## src/rtl/syscall_ctrl.sv

```systemverilog
// Syscall service controller: decodes print/exit codes, stalls the CPU and hands prints to a sink.
// Optional EMIT timeout enabled by defining SYSCALL_TIMEOUT_EN.
module syscall_ctrl #(
  parameter int CNT_W   = 16,
  parameter int TIMEOUT = 255
) (
  input  logic             clk,
  input  logic             rst_n,
  input  logic             sys_req,
  input  logic [7:0]       v0,
  input  logic [31:0]      a0,
  output logic             stall,
  output logic             halted,
  output logic             out_valid,
  input  logic             out_ready,
  output logic [1:0]       out_kind,
  output logic [31:0]      out_data,
  output logic [31:0]      hex_out,
  output logic [CNT_W-1:0] sys_count,
  output logic             err
);
  // state | meaning
  // IDLE  | waiting for a syscall in execute
  // EMIT  | print transfer offered to the sink
  // DONE  | one-cycle retire, CPU advances past the syscall
  // HALT  | exit taken, terminal until reset
  typedef enum logic [1:0] {IDLE, EMIT, DONE, HALT} state_t;

  localparam logic [7:0] CODE_INT  = 8'd1;
  localparam logic [7:0] CODE_EXIT = 8'd10;
  localparam logic [7:0] CODE_CHAR = 8'd11;

  state_t           state, state_nx;
  logic [1:0]       kind_q;
  logic [31:0]      data_q;
  logic [31:0]      hex_q;
  logic [CNT_W-1:0] cnt_q;
  logic             tmo_hit;

`ifdef SYSCALL_TIMEOUT_EN
  localparam int TW = (TIMEOUT < 2) ? 1 : $clog2(TIMEOUT);
  logic [TW-1:0] tmr_q;
  logic          err_q;

  assign tmo_hit = (tmr_q == '0);

  // Down-counter loaded on EMIT entry; reaching zero while still unready ends the transfer.
  always_ff @(posedge clk or negedge rst_n) begin
    if (!rst_n) begin
      tmr_q <= '0;
      err_q <= 1'b0;
    end else begin
      if (state == IDLE && state_nx == EMIT)
        tmr_q <= TW'(TIMEOUT - 1);
      else if (state == EMIT && !out_ready && !tmo_hit)
        tmr_q <= tmr_q - 1'b1;
      if (state == EMIT && !out_ready && tmo_hit)
        err_q <= 1'b1;
    end
  end

  assign err = err_q;
`else
  assign tmo_hit = 1'b0;
  assign err     = 1'b0;
`endif

  always_ff @(posedge clk or negedge rst_n) begin
    if (!rst_n) state <= IDLE;
    else        state <= state_nx;
  end

  always_comb begin
    state_nx = state;
    case (state)
      IDLE: if (sys_req) begin
        case (v0)
          CODE_INT, CODE_CHAR: state_nx = EMIT;
          CODE_EXIT:           state_nx = HALT;
          default:             state_nx = DONE;
        endcase
      end
      EMIT: if (out_ready || tmo_hit) state_nx = DONE;
      DONE: state_nx = IDLE;
      HALT: state_nx = HALT;
      default: state_nx = IDLE;
    endcase
  end

  always_comb begin
    stall     = (state == IDLE && sys_req) || state == EMIT || state == HALT;
    halted    = (state == HALT);
    out_valid = (state == EMIT);
    out_kind  = (state == EMIT) ? kind_q : 2'b00;
  end

  always_ff @(posedge clk or negedge rst_n) begin
    if (!rst_n) begin
      kind_q <= 2'b00;
      data_q <= '0;
      hex_q  <= '0;
      cnt_q  <= '0;
    end else begin
      if (state == IDLE && sys_req) begin
        cnt_q <= cnt_q + 1'b1;
        if (v0 == CODE_INT) begin
          kind_q <= 2'b01;
          data_q <= a0;
        end else if (v0 == CODE_CHAR) begin
          kind_q <= 2'b10;
          data_q <= {24'b0, a0[7:0]};
        end
      end
      if (state == EMIT && out_ready && kind_q == 2'b01)
        hex_q <= data_q;
    end
  end

  assign out_data  = data_q;
  assign hex_out   = hex_q;
  assign sys_count = cnt_q;
endmodule

```

## config.mk

```make
export PLATFORM = sky130hd
export DESIGN_NAME = syscall_ctrl
export DESIGN_NICKNAME = d
export VERILOG_FILES = /design/src/rtl/syscall_ctrl.sv
export SDC_FILE = /design/constraint.sdc
export NUM_CORES = 1
export LEC_CHECK = 0
export CAP_MARGIN = 25
export CORE_MARGIN = 2
export CORE_UTILIZATION = 39
export DETAILED_ROUTE_END_ITERATION = 7
export PLACE_DENSITY = 0.73
export RECOVER_POWER = 50
export SETUP_SLACK_MARGIN = 0.02
export SLEW_MARGIN = 20
export SYNTH_ARGS = -nofsm -noshare
export SYNTH_HDL_FRONTEND = slang
export SYNTH_SLANG_ARGS = --single-unit
export TNS_END_PERCENT = 1
```

## constraint.sdc

```tcl
create_clock -name clk -period 1.9 [get_ports clk]
set_input_delay 0.38 -clock clk [delete_from_list [all_inputs] [get_ports clk]]
set_output_delay 0.38 -clock clk [all_outputs]
set_load 0.01 [all_outputs]
```

==> impl_metrics.csv, run 1 <==
group,metric,value,unit
yosys,synth_warnings,0,
worst_setup_path,rrSetupSlack,0.01,ns
final_layout,final_design_area_no_fill,0.00510,mm2
drt,wl_per_cell,17.6,um
worst_setup_path,required,2.12,ns
sta,slew_viol_final,0,
final_layout,fin_util,61.8,%
yosys,seq_area_frac_synth,63.3,%
worst_setup_path,rr_worst_depth,4,
floorplanning,start_util,40.2,%
yosys,synth_nets,281,
place,dp_hpwl,5.97,mm
place,port_buffers,128,
sta,slew_headroom,36.8,%
yosys,synthArstFlopShare,100,%
yosys,ys_ff_latch,84,
floorplanning,ios,130,
clocking,hold_buffers,0,
worst_setup_path,startpoint_type,"flip-flop",
yosys,synth_area,0.00332,mm2
yosys,synth_edf_count,0,
drt,firstDrtPassIters,4,
worst_setup_path,r2r_end,"out_data[1]",
final_layout,fillers,671,
clocking,cts_tree,"built",
sta,max_freq,530,MHz
yosys,yosys-top-cells-area,"dfrtp_1 (63%), mux2_2 (12%), a22o_1 (6.3%), xnor2_1 (3.4%), mux2_4 (2.7%)",
yosys,yosysTopAreaCellShare,63.3,%
drt,drc_errors,0,
grt,grt_usage,18.8,%
clocking,clock-sinks,84,
worst_setup_path,cp_max_fo,8,
grt,grt_pass1_wl,13.0,mm
drt,final_antenna_net_count,0,
final_layout,area_delta_synth_final,53.6,%
sta,setup_viol,0,
final_layout,drive_above_1_share,21.2,%
sta,worst_slew_pin_slew,0.948,ns
worst_setup_path,r2r_start,"state[1]",
drt,vias_per_cell,5.02,
worst_setup_path,path_class,"flip-flop to flip-flop",
grt,grt_overflow,0,
yosys,syn_area_per_cell,14.1,um2
floorplanning,core_area,0.00826,mm2
sta,final_hold_viol_count,0,
grt,grt_use_met3,5.40,%
run,cap_violations,0,
clocking,clockBufferDepth,2,
final_layout,fin_nets,427,
clocking,clk_latency,0.35,ns
yosys,yosysTopAreaCell,"dfrtp_1",
grt,grt_antenna_before_repair,0,
clocking,clk_pin_slew,0.09,ns
power_and_ir_drop,vdd_drop_max,0.463,mV
yosys,synth_ff_type,"dfrtp_1",
final_layout,multi_input_area,0.00116,mm2
drt,vias,2468,
hold_path,hold_path.class,"input pin to asynchronous set/reset pin",
sta,skew,0.0105,ns
yosys,ys_top_cells_by_count,"dfrtp_1 (84), mux2_2 (34), a22o_1 (24)",
worst_setup_path,cp-end-kind,"flip-flop",
worst_setup_path,arrival,2.11,ns
floorplanning,die_y,96.3,um
yosys,synth_cell_types,32,
place,place_congestion,0.768,
run_status,outcome,"complete, no violations",
power_and_ir_drop,fin_total_pwr,3.96,mW
grt,grt_max_degree,40,
clocking,cts_root_buf,"clkbuf_8",
place,place_area,0.00483,mm2
floorplanning,die_area,0.00928,mm2
clocking,h-tree-depth,3,
yosys,syn_inst,236,
drt,drt_iter0_drc,67,
final_layout,seqCellArea,0.00210,mm2
floorplanning,row_count,33,
grt,first_global_vias,2478,
sta,period_minus_slack,1.89,ns
power_and_ir_drop,powerDensity,776,mW/mm2
final_layout,diodes,0,
sta,finalCritPeriodShare,99.3,%
power_and_ir_drop,p_leak,2.48,nW
sta,rsz0062_at_grt,"yes",
drt,drt-total-wl,8.65,mm
floorplanning,die_x,96.3,um
grt,gr-usage-met2,28.9,%
grt,grtUsageMet1,26.1,%
yosys,synth.most_common_cell,"dfrtp_1",
clocking,cts-buffers-inserted,9,
grt,grt-busiest-layer,"met2",
## cell families (layout without fill, tap and decap cells)
family | after synthesis | in the layout | synth area share, %
AO/OA/AOI/OAI | 33 | 33 | 8.02
XOR/XNOR | 16 | 16 | 4.22
adder cells (fa/ha/maj) | 1 | 1 | 0.376
buffers and inverters | 17 | 168 | 2.60
flip-flops | 84 | 84 | 63.3
multiplexers | 40 | 40 | 14.2
other | 1 | 1 | 0.113
AND/OR/NAND/NOR | 44 | 44 | 7.19
## placed cells by master (no fill, tap or decap), types with 3 or more instances in the layout
| master | synthesis | layout |
|---|---|---|
| a22o_1 | 24 | 24 |
| nand3_1 | 4 | 4 |
| inv_1 | 4 | 4 |
| xor2_1 | 3 | 3 |
| clkdlybuf4s50_1 | 0 | 87 |
| and2_1 | 3 | 3 |
| dlygate4sd2_1 | 0 | 4 |
| nor2_1 | 3 | 3 |
| o21ai_0 | 4 | 4 |
| and4_1 | 3 | 3 |
| clkbuf_2 | 0 | 4 |
| buf_4 | 1 | 13 |
| xnor2_1 | 13 | 13 |
| dlygate4sd3_1 | 0 | 31 |
| nand4_1 | 5 | 5 |
| mux2_4 | 6 | 6 |
| mux2_2 | 34 | 34 |
| dfrtp_1 | 84 | 84 |
| clkbuf_8 | 0 | 10 |
| nand2_1 | 17 | 17 |
## area by class of cell
class                      count  share of cell area, %
clock buffer                  11                   2.77
clock inverter                 5                   1.67
inverter                       4                  0.294
multi-input combinational    135                   22.8
sequential                    84                   41.2
tap                          105                   2.57
timing repair buffer         148                   28.7
## worst max-delay path: stages (launching register included)
cell and delay (ns):
dfrtp_1 0.42, or3b_4 0.41, or3_4 0.47, buf_12 0.17
mux2_4 0.30
## routing by layer
layer | part of all wire, % | vias to the layer above
li1 | - | 1128
met5 | 0 | -
met4 | 0.69 | 0
met2 | 48 | 92
met3 | 7.3 | 4
met1 | 44 | 1244
## power breakdown
group | internal, mW | switching (mW) | leakage, nW
sequential | 1.88 | 0.119 | 1.15
combinational | 0.330 | 0.208 | 1.22
clock | 0.782 | 0.643 | 0.110
## what timing repair did
action                                 CTS  global route
cloned                                   0             2
buffers inserted                         1             1
pin swaps                                2             3
endpoints found under the hold margin    0             0
resized for setup                       15             4
setup endpoints to repair               37            35
## flip-flops by register name (all words and copies together) (netlist names)
register	flops
hex_out	32
kind_q	2
out_data	32
state	2
sys_count	16
## per-stage QoR
stage | setup TNS, ns | cells | setup slack, ns | hold slack (ns)
5_1_grt | -0.105 | 492 | -0.0234 | 0.242
6_report | 0 | 492 | 0.0132 | 0.162
3_5_place_dp | -16.26 | 472 | -0.491 | 0.389
2_1_floorplan | 0 | 236 | 0.00316 | 0.0844
3_3_place_gp | -14.10 | 472 | -0.433 | 0.384
4_1_cts | 0 | 489 | 0.0309 | 0.00519
## how the worst max path moves through the flow
stage | end | slack (ns) | startpoint
final | out_data[1] | 0.01 | state[1]
after detailed placement | out_data[1] | -0.49 | v0[5]
after CTS | out_kind[0] | 0.03 | state[0]
after floorplan | out_data[0] | 0.003 | state[0]
after global placement | out_data[1] | -0.43 | v0[5]
after global routing | out_data[1] | -0.02 | state[1]
Power figures use the tool's default switching activity.
==> inputs of run 2 (changes only) <==
Settings changed: CORE_UTILIZATION 39 to 47, HOLD_SLACK_MARGIN set to 0.06, PLACE_DENSITY 0.73 to 0.82.
Clock period 1.9 ns to 2.2 ns, I/O delays scaled along.
==> run 2 against run 1 <==
Compared with the run above: hold slack better by 0.33 ns; sequential cell count is the same; clock-buffer cell count unchanged; power fell by 14%; critical path type is now flip-flop to output port; via count is 2.2% lower.
==> impl_metrics.csv, run 2 (same netlist as run 1, synthesis figures left out) <==
group,metric,value,unit
run_status,outcome,"complete, no violations",
sta,skew,0.0116,ns
power_and_ir_drop,vdd_drop_max,0.483,mV
clocking,cts-buffers-inserted,9,
grt,grt_pass1_wl,11.8,mm
hold_path,hold_path.class,"flip-flop to flip-flop",
worst_setup_path,arrival,1.69,ns
place,place_area,0.00480,mm2
floorplanning,start_util,48.6,%
clocking,cts_tree,"built",
sta,final_hold_viol_count,0,
sta,setup_viol,0,
power_and_ir_drop,net-switching-power,0.818,mW
sta,slew_viol_final,0,
drt,firstDrtPassIters,4,
drt,drt_iter0_drc,89,
power_and_ir_drop,powerDensity,678,mW/mm2
hold_path,hold_end,"sys_count[15]",
power_and_ir_drop,switching_share,24.1,%
worst_setup_path,path_class,"flip-flop to output port",
drt,wl_per_cell,15.6,um
final_layout,fin_cells,479,
final_layout,final_common_cell,"clkdlybuf4s50_1",
worst_setup_path,cp-end-kind,"output port",
drt,drc_errors,0,
sta,slew_headroom,47.4,%
floorplanning,core_area,0.00683,mm2
worst_setup_path,r2r_end,"out_data[1]",
hold_path,holdPathStages,1,
grt,grt_overflow,0,
worst_setup_path,startpoint_type,"flip-flop",
power_and_ir_drop,share_seq_of_total_power,50.6,%
sta,period_minus_slack,2.13,ns
drt,vias,2414,
final_layout,fin_util,73.4,%
grt,grt_max_degree,38,
place,dp_cells,461,
drt,vias_per_cell,5.04,
place,place_congestion,0.870,
clocking,clk_pin_slew,0.08,ns
worst_setup_path,cp_max_fo,6,
power_and_ir_drop,p_int,2.58,mW
final_layout,mostFrequentLayoutCells,"clkdlybuf4s50_1 (96), dfrtp_1 (84), mux2_2 (34)",
floorplanning,die_area,0.00776,mm2
grt,grt_antenna_before_repair,0,
floorplanning,row_count,30,
worst_setup_path,required,1.76,ns
drt,wl_met1,3.27,mm
power_and_ir_drop,p_clk_share,36.0,%
floorplanning,die_y,88.1,um
grt,grt_usage,20.3,%
hold_path,hp-start,"sys_count[15]",
final_layout,fillers,507,
final_layout,final_design_area_no_fill,0.00501,mm2
power_and_ir_drop,fin_total_pwr,3.40,mW
power_and_ir_drop,p_leak,2.40,nW
place,dp_hpwl,5.48,mm
clocking,cts_root_buf,"clkbuf_8",
final_layout,drive_above_1_share,18.0,%
clocking,clk_latency,0.36,ns
drt,routed-wl-met2,3.68,mm
worst_setup_path,rr_worst_depth,4,
worst_setup_path,rrSetupSlack,0.26,ns
sta,worst_slew_pin_slew,0.790,ns
clocking,h-tree-depth,3,
sta,max_freq,470,MHz
final_layout,diodes,0,
clocking,clock-sinks,84,
sta,finalCritPeriodShare,96.6,%
clocking,clockBufferDepth,2,
final_layout,fin_nets,423,
drt,topRoutingLayerUsed,"met4",
final_layout,area_delta_synth_final,50.8,%
drt,drt-total-wl,7.50,mm
worst_setup_path,r2r_start,"state[1]",
place,port_buffers,128,
drt,wl_met3,427,um
floorplanning,die_x,88.1,um
grt,first_global_vias,2451,
run,cap_violations,0,
power_and_ir_drop,power_frac_comb,13.4,%
drt,final_antenna_net_count,0,
floorplanning,ios,130,
-- run 2: power by group through the flow --
stage	Sequential, mW	Combinational [mW]	Clock, mW
6_report	1.72	0.454	1.22
3_3_place_gp	1.75	0.458	0
2_1_floorplan	1.77	0.116	0
4_1_cts	1.72	0.470	1.25
3_5_place_dp	1.75	0.467	0
5_1_grt	1.74	0.500	1.32
-- run 2: worst max-delay path by stage --
stage          slack, ns           to      from  cells past startpoint
2_1_floorplan       0.24  out_data[0]   sys_req                      6
3_3_place_gp       -0.20        stall   sys_req                      4
3_5_place_dp       -0.23  out_data[4]   sys_req                      5
4_1_cts             0.04  out_kind[1]  state[1]                      3
5_1_grt           -0.002    out_valid  state[1]                      3
6_report            0.07    out_valid  state[1]                      3
-- run 2: cell type report --
cell class | count | area [um2] | share of cell area (%)
Clock inverter | 5 | 83.8 | 1.67
Tap cell | 96 | 120 | 2.40
Clock buffer | 11 | 141 | 2.82
Timing Repair Buffer | 144 | 1410 | 28.1
Sequential cell | 84 | 2100 | 41.9
Multi-Input combinational cell | 135 | 1140 | 22.8
Inverter | 4 | 15.0 | 0.300
-- run 2: per-layer routing --
layer,GRT usage [%],up-vias
li1,-,1119
met1,26.6,1199
met2,32.2,85
met3,6.31,11
met4,7.02,0
met5,0,-
-- run 2: worst max-delay path: stages, from the launching register on --
cell and delay, ns:
dfrtp_1 0.43, and2b_1 0.27, buf_4 0.12, clkdlybuf4s50_1 0.52
-- run 2: timing repair --
item | CTS | global route
hold buffers | 1 | 0
gates resized for setup | 3 | 1
pin swaps | 0 | 0
endpoints found under the setup margin | 2 | 1
buffers inserted | 0 | 1
hold endpoints to repair | 31 | 0
-- run 2: through the flow --
stage	setup WS [ns]	hold WS (ns)	TNS, ns
floorplan	0.244	0.144	0
global placement	-0.205	0.405	-4.02
detailed placement	-0.229	0.410	-5.54
CTS	0.0403	0.491	0
global route	-0.00179	0.512	-0.00179
finish	0.0743	0.488	0
==> inputs of run 3 (changes only) <==
--- a/config.mk
+++ b/config.mk
@@ -15,2 +15,3 @@
 export SETUP_SLACK_MARGIN = 0.02
+export SKIP_LAST_GASP = 1
 export SLEW_MARGIN = 20
==> constraint.sdc (replaced) <==
create_clock -name clk -period 2.2 [get_ports clk]
set_input_delay 0.22 -clock clk [delete_from_list [all_inputs] [get_ports clk]]
set_output_delay 0.22 -clock clk [all_outputs]
set_load 0.01 [all_outputs]
==> run 3 against run 2 <==
Compared with the run above: clock power is 7% lower; final area is 1.3% lower; die area stayed put; cell count is 1.3% lower; routed wire length is 1.7% higher; power is 2.9% lower; hold slack worse by 0.012 ns; register-to-register slack better by 0.03 ns; sequential share of layout area is 0.57 points higher; via count is 1.3% lower; critical path depth is 1 higher; critical path type unchanged; critical endpoint is now out_kind[0]; largest power group unchanged.
==> impl_metrics.csv, run 3 (same netlist as run 1, synthesis figures left out) <==
group,metric,value,unit
power_and_ir_drop,fin_total_pwr,3.30,mW
final_layout,multi_input_area,0.00114,mm2
drt,routed-wl-met2,3.86,mm
grt,grt_overflow,0,
worst_setup_path,crit_buf_inv,2,
sta,worst_slew_pin_slew,0.939,ns
clocking,h-tree-depth,3,
floorplanning,die_x,88.1,um
worst_setup_path,cp_max_fo,6,
drt,topRoutingLayerUsed,"met4",
power_and_ir_drop,power_frac_comb,13.5,%
place,port_buffers,128,
worst_setup_path,startpoint_type,"flip-flop",
drt,drt-total-wl,7.63,mm
sta,skew,0.0137,ns
power_and_ir_drop,switching_share,23.4,%
grt,first_global_vias,2512,
final_layout,final_common_cell,"clkdlybuf4s50_1",
worst_setup_path,required,1.98,ns
sta,finalCritPeriodShare,89.9,%
floorplanning,start_util,48.6,%
drt,wl_met3,365,um
sta,slew_viol_final,0,
drt,drt_iter0_drc,65,
final_layout,drive_above_1_share,16.7,%
final_layout,fillers,499,
grt,grt_antenna_before_repair,0,
worst_setup_path,critical-path-slowest-cell,"clkdlybuf4s50_1",
clocking,clk_pin_slew,0.09,ns
hold_path,hold_path.class,"input pin to flip-flop",
clocking,cts-buffers-inserted,9,
drt,drc_errors,0,
place,dp_cells,456,
run_status,outcome,"complete, no violations",
clocking,cts_root_buf,"clkbuf_8",
power_and_ir_drop,p_clk_share,34.3,%
grt,grt_max_degree,46,
final_layout,seqCellArea,0.00210,mm2
drt,final_antenna_net_count,0,
floorplanning,die_area,0.00776,mm2
floorplanning,ios,130,
clocking,clock-sinks,84,
place,dp_hpwl,5.55,mm
sta,holdWs,0.475,ns
power_and_ir_drop,share_seq_of_total_power,52.2,%
sta,period_minus_slack,1.98,ns
sta,fin_setup_tns,0,ns
sta,max_freq,506,MHz
worst_setup_path,max_stage_delay,0.50,ns
drt,firstDrtPassIters,5,
sta,setup_viol,0,
final_layout,final_design_area_no_fill,0.00494,mm2
worst_setup_path,crit_family,"buffers and inverters",
drt,wl_per_cell,16.1,um
grt,grt_usage,20.4,%
clocking,clockBufferDepth,2,
worst_setup_path,crit_chain,"buf_4 -> and2b_1 -> and2_1 -> clkdlybuf4s50_1",
worst_setup_path,path_class,"flip-flop to output port",
power_and_ir_drop,p_leak,2.38,nW
final_layout,fin_cells,473,
clocking,clk_latency,0.34,ns
place,place_congestion,0.846,
worst_setup_path,arrival,1.76,ns
power_and_ir_drop,net-switching-power,0.772,mW
worst_setup_path,cp-end-kind,"output port",
sta,rsz0062_at_grt,"no",
clocking,cts_tree,"built",
power_and_ir_drop,p_int,2.53,mW
power_and_ir_drop,powerDensity,667,mW/mm2
run,cap_violations,0,
grt,grt_pass1_wl,12.1,mm
final_layout,area_delta_synth_final,48.8,%
floorplanning,die_y,88.1,um
drt,vias,2383,
final_layout,fin_nets,418,
place,place_area,0.00475,mm2
drt,wl_met1,3.29,mm
floorplanning,row_count,30,
sta,slew_headroom,37.4,%
floorplanning,core_area,0.00683,mm2
final_layout,diodes,0,
sta,final_hold_viol_count,0,
drt,vias_per_cell,5.04,
final_layout,mostFrequentLayoutCells,"clkdlybuf4s50_1 (90), dfrtp_1 (84), dlygate4sd3_1 (37)",
power_and_ir_drop,vdd_drop_max,0.577,mV
[run 3: routing by layer]
layer | track usage [%] | vias to the layer above
met4 | 8.13 | 0
li1 | - | 1114
met3 | 3.49 | 10
met5 | 0 | -
met2 | 33.8 | 87
met1 | 26.8 | 1172
[run 3: repair_timing]
| item | CTS | global route |
|---|---|---|
| endpoints found under the setup margin | 1 | 0 |
| buffers inserted | 1 | 0 |
| hold buffers | 1 | 0 |
| hold endpoints to repair | 39 | 0 |
| resized for setup | 1 | 0 |
[run 3: worst paths after layout]
kind | from | to | slack, ns | cells past startpoint
max in group asynchronous | rst_n | sys_count[8] | 0.41 | 3
max reg2reg | state[1] | out_data[4] | 0.29 | 4
max | state[0] | out_kind[0] | 0.22 | 4
min in group asynchronous | rst_n | hex_out[18] | 0.56 | 2
min | a0[15] | out_data[15] | 0.48 | 2
min reg2reg | sys_count[15] | sys_count[15] | 0.48 | 1
[run 3: layout make-up]
cell class                      count  share of cell area (%)
Tap cell                           96                    2.43
Inverter                            4                   0.304
Sequential cell                    84                    42.5
Multi-Input combinational cell    135                    23.1
Timing Repair Buffer              139                    27.5
Clock buffer                       10                    2.58
Clock inverter                      5                    1.57
[run 3: per-stage QoR]
stage	setup slack [ns]	util, %
6_report	0.222	72.4
5_1_grt	0.0859	72.4
4_1_cts	0.204	72.8
3_5_place_dp	0.0655	69.5
3_3_place_gp	0.0995	69.5
2_1_floorplan	0.256	-
[run 3: power groups by stage]
stage | Clock, mW | Sequential (mW) | Combinational (mW)
global placement | 0 | 1.75 | 0.450
finish | 1.13 | 1.72 | 0.446
CTS | 1.17 | 1.72 | 0.461
detailed placement | 0 | 1.75 | 0.457
global route | 1.22 | 1.74 | 0.486
floorplan | 0 | 1.77 | 0.116
